[src/rtl/iobus_arbiter.sv]
// iobus_arbiter: round-robin arbiter that shares one IOBUS between the
// pipeline memory stage (requester 0) and the DMA/debug port (requester 1).
// Each access is IDLE -> WAIT -> RESP. The bus drive is registered. A wait-state
// counter aborts accesses whose peripheral never raises IOBUS_READY.
module iobus_arbiter #(
  parameter int unsigned TIMEOUT_CYC = 16
) (
  input  logic        CLK,
  input  logic        RST_N,
  input  logic        REQ_0,
  input  logic        WR_0,
  input  logic [31:0] ADDR_0,
  input  logic [31:0] WDATA_0,
  input  logic        REQ_1,
  input  logic        WR_1,
  input  logic [31:0] ADDR_1,
  input  logic [31:0] WDATA_1,
  output logic        ACK_0,
  output logic        ACK_1,
  output logic        ERR,
  output logic [31:0] RDATA,
  output logic        STALL_0,
  output logic [31:0] IOBUS_ADDR,
  output logic [31:0] IOBUS_OUT,
  output logic        IOBUS_WR,
  output logic        IOBUS_RD,
  input  logic [31:0] IOBUS_IN,
  input  logic        IOBUS_READY
);

  typedef enum logic [1:0] {
    ST_IDLE = 2'd0,
    ST_WAIT = 2'd1,
    ST_RESP = 2'd2
  } state_t;

  // Last wait cycle index. The counter is compared before it increments, so it never wraps.
  localparam logic [7:0] CNT_LAST = 8'(TIMEOUT_CYC - 1);

  state_t      state_q, state_d;
  logic [7:0]  cnt_q, cnt_d;
  logic        last_gnt_q, last_gnt_d;
  logic        gnt_q, gnt_d;
  logic        err_q, err_d;
  logic [31:0] addr_q, addr_d;
  logic [31:0] wdata_q, wdata_d;
  logic        wr_q, wr_d;
  logic        rd_q, rd_d;
  logic [31:0] rdata_q, rdata_d;
  logic        gnt_sel;

  // This block holds the state register and the registered bus drive. Reset is synchronous,
  // so an access in flight is dropped at the next edge and never acknowledged.
  always_ff @(posedge CLK) begin
    if (!RST_N) begin
      state_q    <= ST_IDLE;
      cnt_q      <= 8'd0;
      last_gnt_q <= 1'b1;
      gnt_q      <= 1'b0;
      err_q      <= 1'b0;
      addr_q     <= 32'd0;
      wdata_q    <= 32'd0;
      wr_q       <= 1'b0;
      rd_q       <= 1'b0;
      rdata_q    <= 32'd0;
    end else begin
      state_q    <= state_d;
      cnt_q      <= cnt_d;
      last_gnt_q <= last_gnt_d;
      gnt_q      <= gnt_d;
      err_q      <= err_d;
      addr_q     <= addr_d;
      wdata_q    <= wdata_d;
      wr_q       <= wr_d;
      rd_q       <= rd_d;
      rdata_q    <= rdata_d;
    end
  end

  // This block picks the winner when both requesters ask at once: the side that did not win last time.
  always_comb begin
    gnt_sel = 1'b0;
    if (REQ_0 && REQ_1) begin
      gnt_sel = ~last_gnt_q;
    end else if (REQ_1) begin
      gnt_sel = 1'b1;
    end
  end

  // This block computes the next state. It grants in IDLE and waits for READY or the timeout.
  // It then acknowledges in RESP.
  always_comb begin
    state_d    = state_q;
    cnt_d      = cnt_q;
    last_gnt_d = last_gnt_q;
    gnt_d      = gnt_q;
    err_d      = err_q;
    addr_d     = addr_q;
    wdata_d    = wdata_q;
    wr_d       = wr_q;
    rd_d       = rd_q;
    rdata_d    = rdata_q;
    case (state_q)
      ST_IDLE: begin
        if (REQ_0 || REQ_1) begin
          gnt_d   = gnt_sel;
          addr_d  = gnt_sel ? ADDR_1 : ADDR_0;
          wdata_d = gnt_sel ? WDATA_1 : WDATA_0;
          wr_d    = gnt_sel ? WR_1 : WR_0;
          rd_d    = gnt_sel ? ~WR_1 : ~WR_0;
          cnt_d   = 8'd0;
          err_d   = 1'b0;
          state_d = ST_WAIT;
        end
      end
      ST_WAIT: begin
        if (IOBUS_READY) begin
          wr_d    = 1'b0;
          rd_d    = 1'b0;
          if (rd_q) begin
            rdata_d = IOBUS_IN;
          end
          state_d = ST_RESP;
        end else if (cnt_q == CNT_LAST) begin
          wr_d    = 1'b0;
          rd_d    = 1'b0;
          err_d   = 1'b1;
          state_d = ST_RESP;
        end else begin
          cnt_d = cnt_q + 8'd1;
        end
      end
      ST_RESP: begin
        last_gnt_d = gnt_q;
        err_d      = 1'b0;
        rdata_d    = 32'd0;
        state_d    = ST_IDLE;
      end
      default: begin
        state_d = ST_IDLE;
      end
    endcase
  end

  // This block decodes the responses from RESP. STALL_0 stays combinational so the pipeline
  // releases in the same cycle as the ACK.
  always_comb begin
    ACK_0      = (state_q == ST_RESP) && !gnt_q;
    ACK_1      = (state_q == ST_RESP) && gnt_q;
    ERR        = (state_q == ST_RESP) && err_q;
    RDATA      = rdata_q;
    STALL_0    = REQ_0 && !ACK_0;
    IOBUS_ADDR = addr_q;
    IOBUS_OUT  = wdata_q;
    IOBUS_WR   = wr_q;
    IOBUS_RD   = rd_q;
  end

endmodule
[config.mk]
export PLATFORM = sky130hd
export DESIGN_NAME = iobus_arbiter
export DESIGN_NICKNAME = d
export VERILOG_FILES = /design/src/rtl/iobus_arbiter.sv
export SDC_FILE = /design/constraint.sdc
export NUM_CORES = 1
export LEC_CHECK = 0
export ABC_AREA = 1
export BUFFER_PORTS_ARGS = -buffer_cell sky130_fd_sc_hd__buf_2
export CAP_MARGIN = 20
export CORE_MARGIN = 5
export CORE_UTILIZATION = 47
export DETAILED_ROUTE_END_ITERATION = 8
export GPL_TIMING_DRIVEN = 0
export PLACE_DENSITY = 0.85
export SLEW_MARGIN = 20
export SYNTH_ARGS = -nofsm -noshare
export SYNTH_HDL_FRONTEND = slang
export SYNTH_SLANG_ARGS = --single-unit
[constraint.sdc]
create_clock -name CLK -period 2.88 [get_ports CLK]
set_clock_uncertainty 0.05 [all_clocks]
set_input_delay 0.144 -clock CLK [delete_from_list [all_inputs] [get_ports CLK]]
set_output_delay 0.144 -clock CLK [all_outputs]
set_load 0.005 [all_outputs]
==> metrics.md, run 1 <==
| Metric | Value |
|---|---|
| Run status | `completed` |
| CP Data Arrival Time | `2620 ps` |
| Pin count of the biggest net entering global routing | `19` |
| Antenna violations before repair | `1` |
| Power share of the clock group | `23.9%` |
| Placed cell areas | `6130 um^2` |
| Clock latency on the worst-skew pair | `360 ps` |
| Height of the die | `109 um` |
| Largest fanout of any net on the critical path | `10` |
| Final Wtd Congestion | `a little over 0.9` |
| Max Root-Sink Buffers | `2` |
| Power Density | `approximately 470 nW/um^2` |
| Share of power burned in combinational logic | `28.3%` |
| Number of H-tree branching levels | `3` |
| Port buffer count | `267` |
| Post-Syn Area per Cell | `7.30 um^2` |
| CP Class | `reg -> reg` |
| Die X | `about 110 um` |
| Total track usage | `36.9%` |
| Fraction of synthesis flops using an asynchronous set or reset pin | `0%` |
| Switching Power | `1.18 mW` |
| Remaining routing DRC violations | `0` |
| Final #Nets | `1233` |
| Max Cap Viol | `0` |
| Crit. End Element | `flip-flop` |
| Sum of overflow across all layers after global routing | `0` |
| Mapped Cells | `634` |
| Final setup viols | `0` |
| Via count of the routed design | `a little under 7000` |
| Net count after synthesis | `802` |
| Via/cell ratio | `5.65` |
| Share of synthesized area occupied by flip-flops and latches | `48.0%` |
| Period utilisation layout | `about 80%` |
| Total Neg Setup Slack | `0 ps` |
| Worst vdd ir | `between 0.0002 and 0.0003 V` |
| Number of enable flip-flop cells after synthesis | `0` |
| Clock sink count | `between 100 and 150` |
| Peak clock frequency supported by timing | `~420 MHz` |
| Sequential share of power | `47.8%` |
| Worst min-delay path category | `in -> reg` |
| Root buffer selected by CTS | `clkbuf_8` |
| Required time of the critical path | `3140 ps` |
| Min Tclk post-route | `about 2400 ps` |
| Setup Fix Bufs, Post-CTS | `0` |
| Commonest cells after routing, fill and taps aside | `buf_2 (285), nand2_1 (198), dlygate4sd3_1 (153)` |
| Portion of synthesized cell area occupied by the leading cell type | `48.0%` |
| Hold-fix buffer count after cts | `153` |
| Setup repair after global routing missed its margin | `false` |
| Total CTS buffers | `9` |
| Synthesized area | `4630 um^2` |
| CTS tree | `built` |
| Biggest area consumer among synthesized cells | `dfxtp_1` |
| Leak pwr | `3.85 nW` |
| Worst-Margin Slew | `just over 500 ps` |
| Routed wire per std cell | `18.9 um` |
| Kind of launch point of the worst setup path | `flip-flop` |
| Power Internal | `roughly 2.5 mW` |
| Die Area | `11900 um^2` |
| Main synth FF type | `dfxtp_1` |
| Placeable core area | `9680 um^2` |
| Site row count | `36` |
| Final wirelength | `22700 um` |
| Remaining antenna violation count after routing | `0` |
| Number of design-rule violations left by the first detailed-router iteration | `slightly below 700` |
| Fraction of power spent switching nets | `32.0%` |
| Fillers | `564` |
| First drt pass iteration count | `6` |
| Count of endpoints failing hold in the final timing report | `0` |
| Layout Area Growth over Synthesis | `69.3%` |
| IO Pins | `269` |
| Global-route wire length before repair | `34500 um` |
| Synth Register Bits | `roughly 110` |
| Number of global-route vias before repair | `7085` |
| Total count of max-transition violations in the final report | `0` |
| Largest cells by area after synthesis | `dfxtp_1 (48%), nand2_1 (16%), a31oi_1 (8.6%)` |
| Commonest non-fill, non-tap cell in the layout | `buf_2` |
| Yosys cell types | `25` |
| Fraction of layout cells with a size suffix above 1 | `between 20 and 30%` |
| Clock slew at reported path FFs | `120 ps` |
| Starting density of the core | `47.8%` |
| Number of warnings reported in the yosys synthesis log | `0` |
| Total power after layout | `3.69 mW` |
| Rel. slew slack | `66.1%` |
| Number of resized instances in the post-cts repair step | `0` |
| Post-detail-place hpwl | `12300 um` |
| Final cell area excluding filler cells | `7840 um^2` |
layer usage:
layer / GRT usage (%) / wire, um / up-vias
li1: - / - / 3000
met1: 37.5 / 7570 / 3034
met2: 64.6 / 10800 / 579
met3: 9.83 / 2570 / 194
met4: 26.8 / 1730 / 0
met5: 0 / 0 / -
area by class of cell:
cell class,instances,area (um^2),area share (%)
Inverter,26,97.6,1.24
Clock inverter,6,45.0,0.575
Timing Repair Buffer,420,2870,36.6
Tap cell,133,166,2.12
Sequential cell,111,2220,28.3
Antenna cell,1,2.50,0.0319
Multi-Input combinational cell,449,2090,26.7
Buffer,48,221,2.82
Clock buffer,10,128,1.63
sequential cells by signal, summed over array words and instances (netlist names):
signal,count
IOBUS_ADDR,32
gnt_q,1
err_q,1
RDATA,32
state_q,2
IOBUS_RD,1
IOBUS_OUT,32
last_gnt_q,1
cnt_q,8
IOBUS_WR,1
cells by family after synthesis:
kind of cell | synth area share, %
AOI/OAI and AO/OA | 20.8
DFF | 48.0
xor gates and xnor gates | 0.189
buffers and inverters | 6.89
and+or+nand+nor | 23.9
adders and majority gates | 0.270
synth_stat cells (2+ instances only):
| master | instances |
|---|---|
| nand3_1 | 39 |
| and2_1 | 2 |
| a21oi_1 | 37 |
| nor2_1 | 22 |
| nor3_1 | 4 |
| inv_2 | 4 |
| dfxtp_1 | 111 |
| buf_1 | 6 |
| buf_4 | 5 |
| o21ai_0 | 68 |
| inv_1 | 22 |
| a31oi_1 | 64 |
| clkbuf_1 | 19 |
| nand2_2 | 3 |
| buf_2 | 18 |
| o21ai_1 | 4 |
| nand2_1 | 198 |
worst paths after layout:
check | from | endpoint | slack, ps | cells after the start
setup / recovery | last_gnt_q$_SDFFE_PN1P_ | IOBUS_OUT[2]$_SDFFE_PN0P_ | 520 | 7
setup reg to reg | last_gnt_q$_SDFFE_PN1P_ | IOBUS_OUT[2]$_SDFFE_PN0P_ | 520 | 7
hold reg to reg | cnt_q[6]$_SDFFE_PN0P_ | cnt_q[6]$_SDFFE_PN0P_ | 420 | 2
hold / removal | WDATA_0[15] | IOBUS_OUT[15]$_SDFFE_PN0P_ | 7 | 3
critical path, cell delays in order (launching register included):
cell           delay (ps)
dfxtp_1               350
nand2_1                50
nand2_1               140
buf_2                 290
clkbuf_1              440
nand2_1               100
a31oi_1               270
dlygate4sd3_1         630
power groups by stage:
stage	Combinational [mW]	Sequential (mW)	Clock, mW
after CTS	0.960	1.74	0.875
after detailed placement	0.717	1.77	0
final	1.04	1.77	0.882
after floorplan	0.344	1.78	0
after global placement	0.709	1.77	0
after global routing	1.12	1.78	0.941
metrics by stage:
stage	cells	hold WS, ps	setup slack [ps]	util, %
2_1_floorplan	634	241	1430	-
3_3_place_gp	1034	353	1260	63.3
3_5_place_dp	1034	354	1180	63.3
4_1_cts	1203	0.286	723	80.9
5_1_grt	1204	15.1	382	81.0
6_report	1204	7.23	522	81.0
Power figures use the tool's default switching activity.
==> run 2: changes to the inputs <==
--- a/config.mk
+++ b/config.mk
@@ -9,10 +9,10 @@
 export BUFFER_PORTS_ARGS = -buffer_cell sky130_fd_sc_hd__buf_2
 export CAP_MARGIN = 20
 export CORE_MARGIN = 5
-export CORE_UTILIZATION = 47
+export CORE_UTILIZATION = 44
 export DETAILED_ROUTE_END_ITERATION = 8
 export GPL_TIMING_DRIVEN = 0
-export PLACE_DENSITY = 0.85
+export PLACE_DENSITY = 0.8
 export SLEW_MARGIN = 20
 export SYNTH_ARGS = -nofsm -noshare
 export SYNTH_HDL_FRONTEND = slang
==> constraint.sdc (replaced) <==
create_clock -name CLK -period 2.3 [get_ports CLK]
set_clock_uncertainty 0.05 [all_clocks]
set_input_delay 0.115 -clock CLK [delete_from_list [all_inputs] [get_ports CLK]]
set_output_delay 0.115 -clock CLK [all_outputs]
set_load 0.005 [all_outputs]
==> metrics.md, run 2 (same netlist as run 1, synthesis figures left out) <==
| Metric | Value |
|---|---|
| Antenna violations before repair | `1` |
| Peak clock frequency supported by timing | `approximately 460 MHz` |
| Kind of launch point of the worst setup path | `flip-flop` |
| Total track usage | `approximately a third` |
| First drt pass iteration count | `5` |
| Crit. End Element | `flip-flop` |
| Setup repair after global routing missed its margin | `false` |
| Clock slew at reported path FFs | `about 130 ps` |
| Max Cap Viol | `0` |
| Root buffer selected by CTS | `clkbuf_8` |
| Routed wire per std cell | `17.5 um` |
| Switching Power | `between 1 and 1.5 mW` |
| Critical Path Source | `state_q[0]$_SDFFE_PN0P_` |
| Rel. slew slack | `around two thirds` |
| Logic depth of the worst path, buffers included | `6` |
| Min Tclk post-route | `2180 ps` |
| Total Neg Setup Slack | `0 ps` |
| CP Data Arrival Time | `2460 ps` |
| Number of H-tree branching levels | `3` |
| CTS tree | `built` |
| Fraction of layout cells with a size suffix above 1 | `30.4%` |
| Height of the die | `113 um` |
| Max Root-Sink Buffers | `2` |
| Worst-Margin Slew | `476 ps` |
| Sum of overflow across all layers after global routing | `0` |
| Placed cell areas | `6140 um^2` |
| Leak pwr | `between 3 and 4 nW` |
| Commonest non-fill, non-tap cell in the layout | `buf_2` |
| Worst vdd ir | `0.000362 V` |
| Power share of the clock group | `between 20% and 30%` |
| Master of the slowest instance on the critical path | `dlygate4sd3_1` |
| Die Area | `12700 um^2` |
| Count of endpoints failing hold in the final timing report | `0` |
| Power Internal | `around 3.2 mW` |
| Depth of the worst register-to-register path | `6` |
| Filler-free cell count of the finished design | `around 1200` |
| Via/cell ratio | `around 5.4` |
| Port buffer count | `267` |
| Worst min-delay path startpoint | `IOBUS_READY` |
| Final #Nets | `~1200` |
| Die X | `~110 um` |
| Final wirelength | `21300 um` |
| Clock sink count | `between 100 and 150` |
| Hold path depth | `5` |
| Cells traversed along the worst timing path | `nor3_4 -> buf_4 -> buf_2 -> o21ai_0 -> a31oi_1 -> dlygate4sd3_1` |
| Post-detail-place hpwl | `roughly 12000 um` |
| Fillers | `661` |
| Placeable core area | `10300 um^2` |
| Worst Path Buf+Inv | `3` |
| Total count of max-transition violations in the final report | `0` |
| Global-route wire length before repair | `33100 um` |
| Period utilisation layout | `between 90% and 100%` |
| Final cell area excluding filler cells | `7940 um^2` |
| Layout Area Growth over Synthesis | `71.4%` |
| Final setup viols | `0` |
| Commonest cells after routing, fill and taps aside | `buf_2 (285), nand2_1 (198), dlygate4sd3_1 (160)` |
| Number of global-route vias before repair | `6610` |
| CP Class | `reg -> reg` |
| Largest fanout of any net on the critical path | `10` |
| Sequential share of power | `47.3%` |
| Cell class contributing the biggest share of worst-path delay | `buffers and inverters` |
| Starting density of the core | `45.1%` |
| Worst min-delay path category | `in -> reg` |
| Via count of the routed design | `6564` |
| Site row count | `37` |
| Required time of the critical path | `2580 ps` |
| Fraction of power spent switching nets | `around a third` |
| Remaining routing DRC violations | `0` |
| Share of power burned in combinational logic | `28.2%` |
| Total CTS buffers | `9` |
| Final Wtd Congestion | `0.877` |
| Run status | `completed` |
| Delay contributed by the slowest stage of the critical path | `570 ps` |
| Clock latency on the worst-skew pair | `360 ps` |
| Number of design-rule violations left by the first detailed-router iteration | `588` |
| Setup Fix Bufs, Post-CTS | `0` |
| IO Pins | `269` |
| Share of the core filled with cells | `77.2%` |
| Remaining antenna violation count after routing | `0` |
| Power Density | `584 nW/um^2` |
| Pin count of the biggest net entering global routing | `20` |
| R2r startpoint | `state_q[0]$_SDFFE_PN0P_` |
| DP Cell Count | `1037` |
==> run 2: through the flow <==
step	hold slack (ps)	worst slack [ps]	total power [mW]
4_1_cts	82.6	182	4.52
6_report	94.3	125	4.64
5_1_grt	107	30.0	4.84
3_5_place_dp	322	648	3.11
3_3_place_gp	320	654	3.11
2_1_floorplan	212	852	2.66
==> run 2: worst register-to-register path: cells and delay by family, from the launching register on <==
family                 cells  cell delay, ps
buffers and inverters      3            1020
AO/OA/AOI/OAI              2             410
flip-flops                 1             400
AND/OR/NAND/NOR            1             260
==> run 2: cell type report <==
type,count,area (um^2),share of cell area [%]
flip-flops and latches,111,2220,28.0
inverters,26,97.6,1.23
clock inverters,7,55.1,0.693
repair buffers,427,2940,37.0
clock buffers,9,124,1.56
diodes,1,2.50,0.0315
plain buffers,48,234,2.95
well taps,136,170,2.14
multi-input cells,449,2100,26.4
==> run 2: timing repair <==
item                                    4_1_cts  5_1_grt
endpoints found under the setup margin        0       51
gates resized for setup                       0       17
hold buffers                                160        0
endpoints found under the hold margin        96        0
==> run 2: metal layers <==
metal / share of wire (%) / GRT usage, % / vias up
met5: 0 / 0 / -
met4: 6.3 / 20.0 / 0
met3: 9.9 / 8.73 / 130
met2: 48 / 53.7 / 488
met1: 36 / 35.5 / 2932
li1: - / - / 3014
==> run 2: path summary, 6_finish.rpt <==
check / endpoint / slack, ps
min reg2reg: cnt_q[6]$_SDFFE_PN0P_ / 420
min: state_q[1]$_SDFFE_PN0P_ / 90
max reg2reg: IOBUS_OUT[3]$_SDFFE_PN0P_ / 120
max: IOBUS_OUT[3]$_SDFFE_PN0P_ / 120
==> run 2: power groups by stage <==
stage | registers, mW | logic (mW) | clock network (mW)
floorplan | 2.23 | 0.431 | 0
global placement | 2.21 | 0.894 | 0
global route | 2.21 | 1.41 | 1.21
finish | 2.20 | 1.31 | 1.14
CTS | 2.18 | 1.22 | 1.13
detailed placement | 2.22 | 0.897 | 0
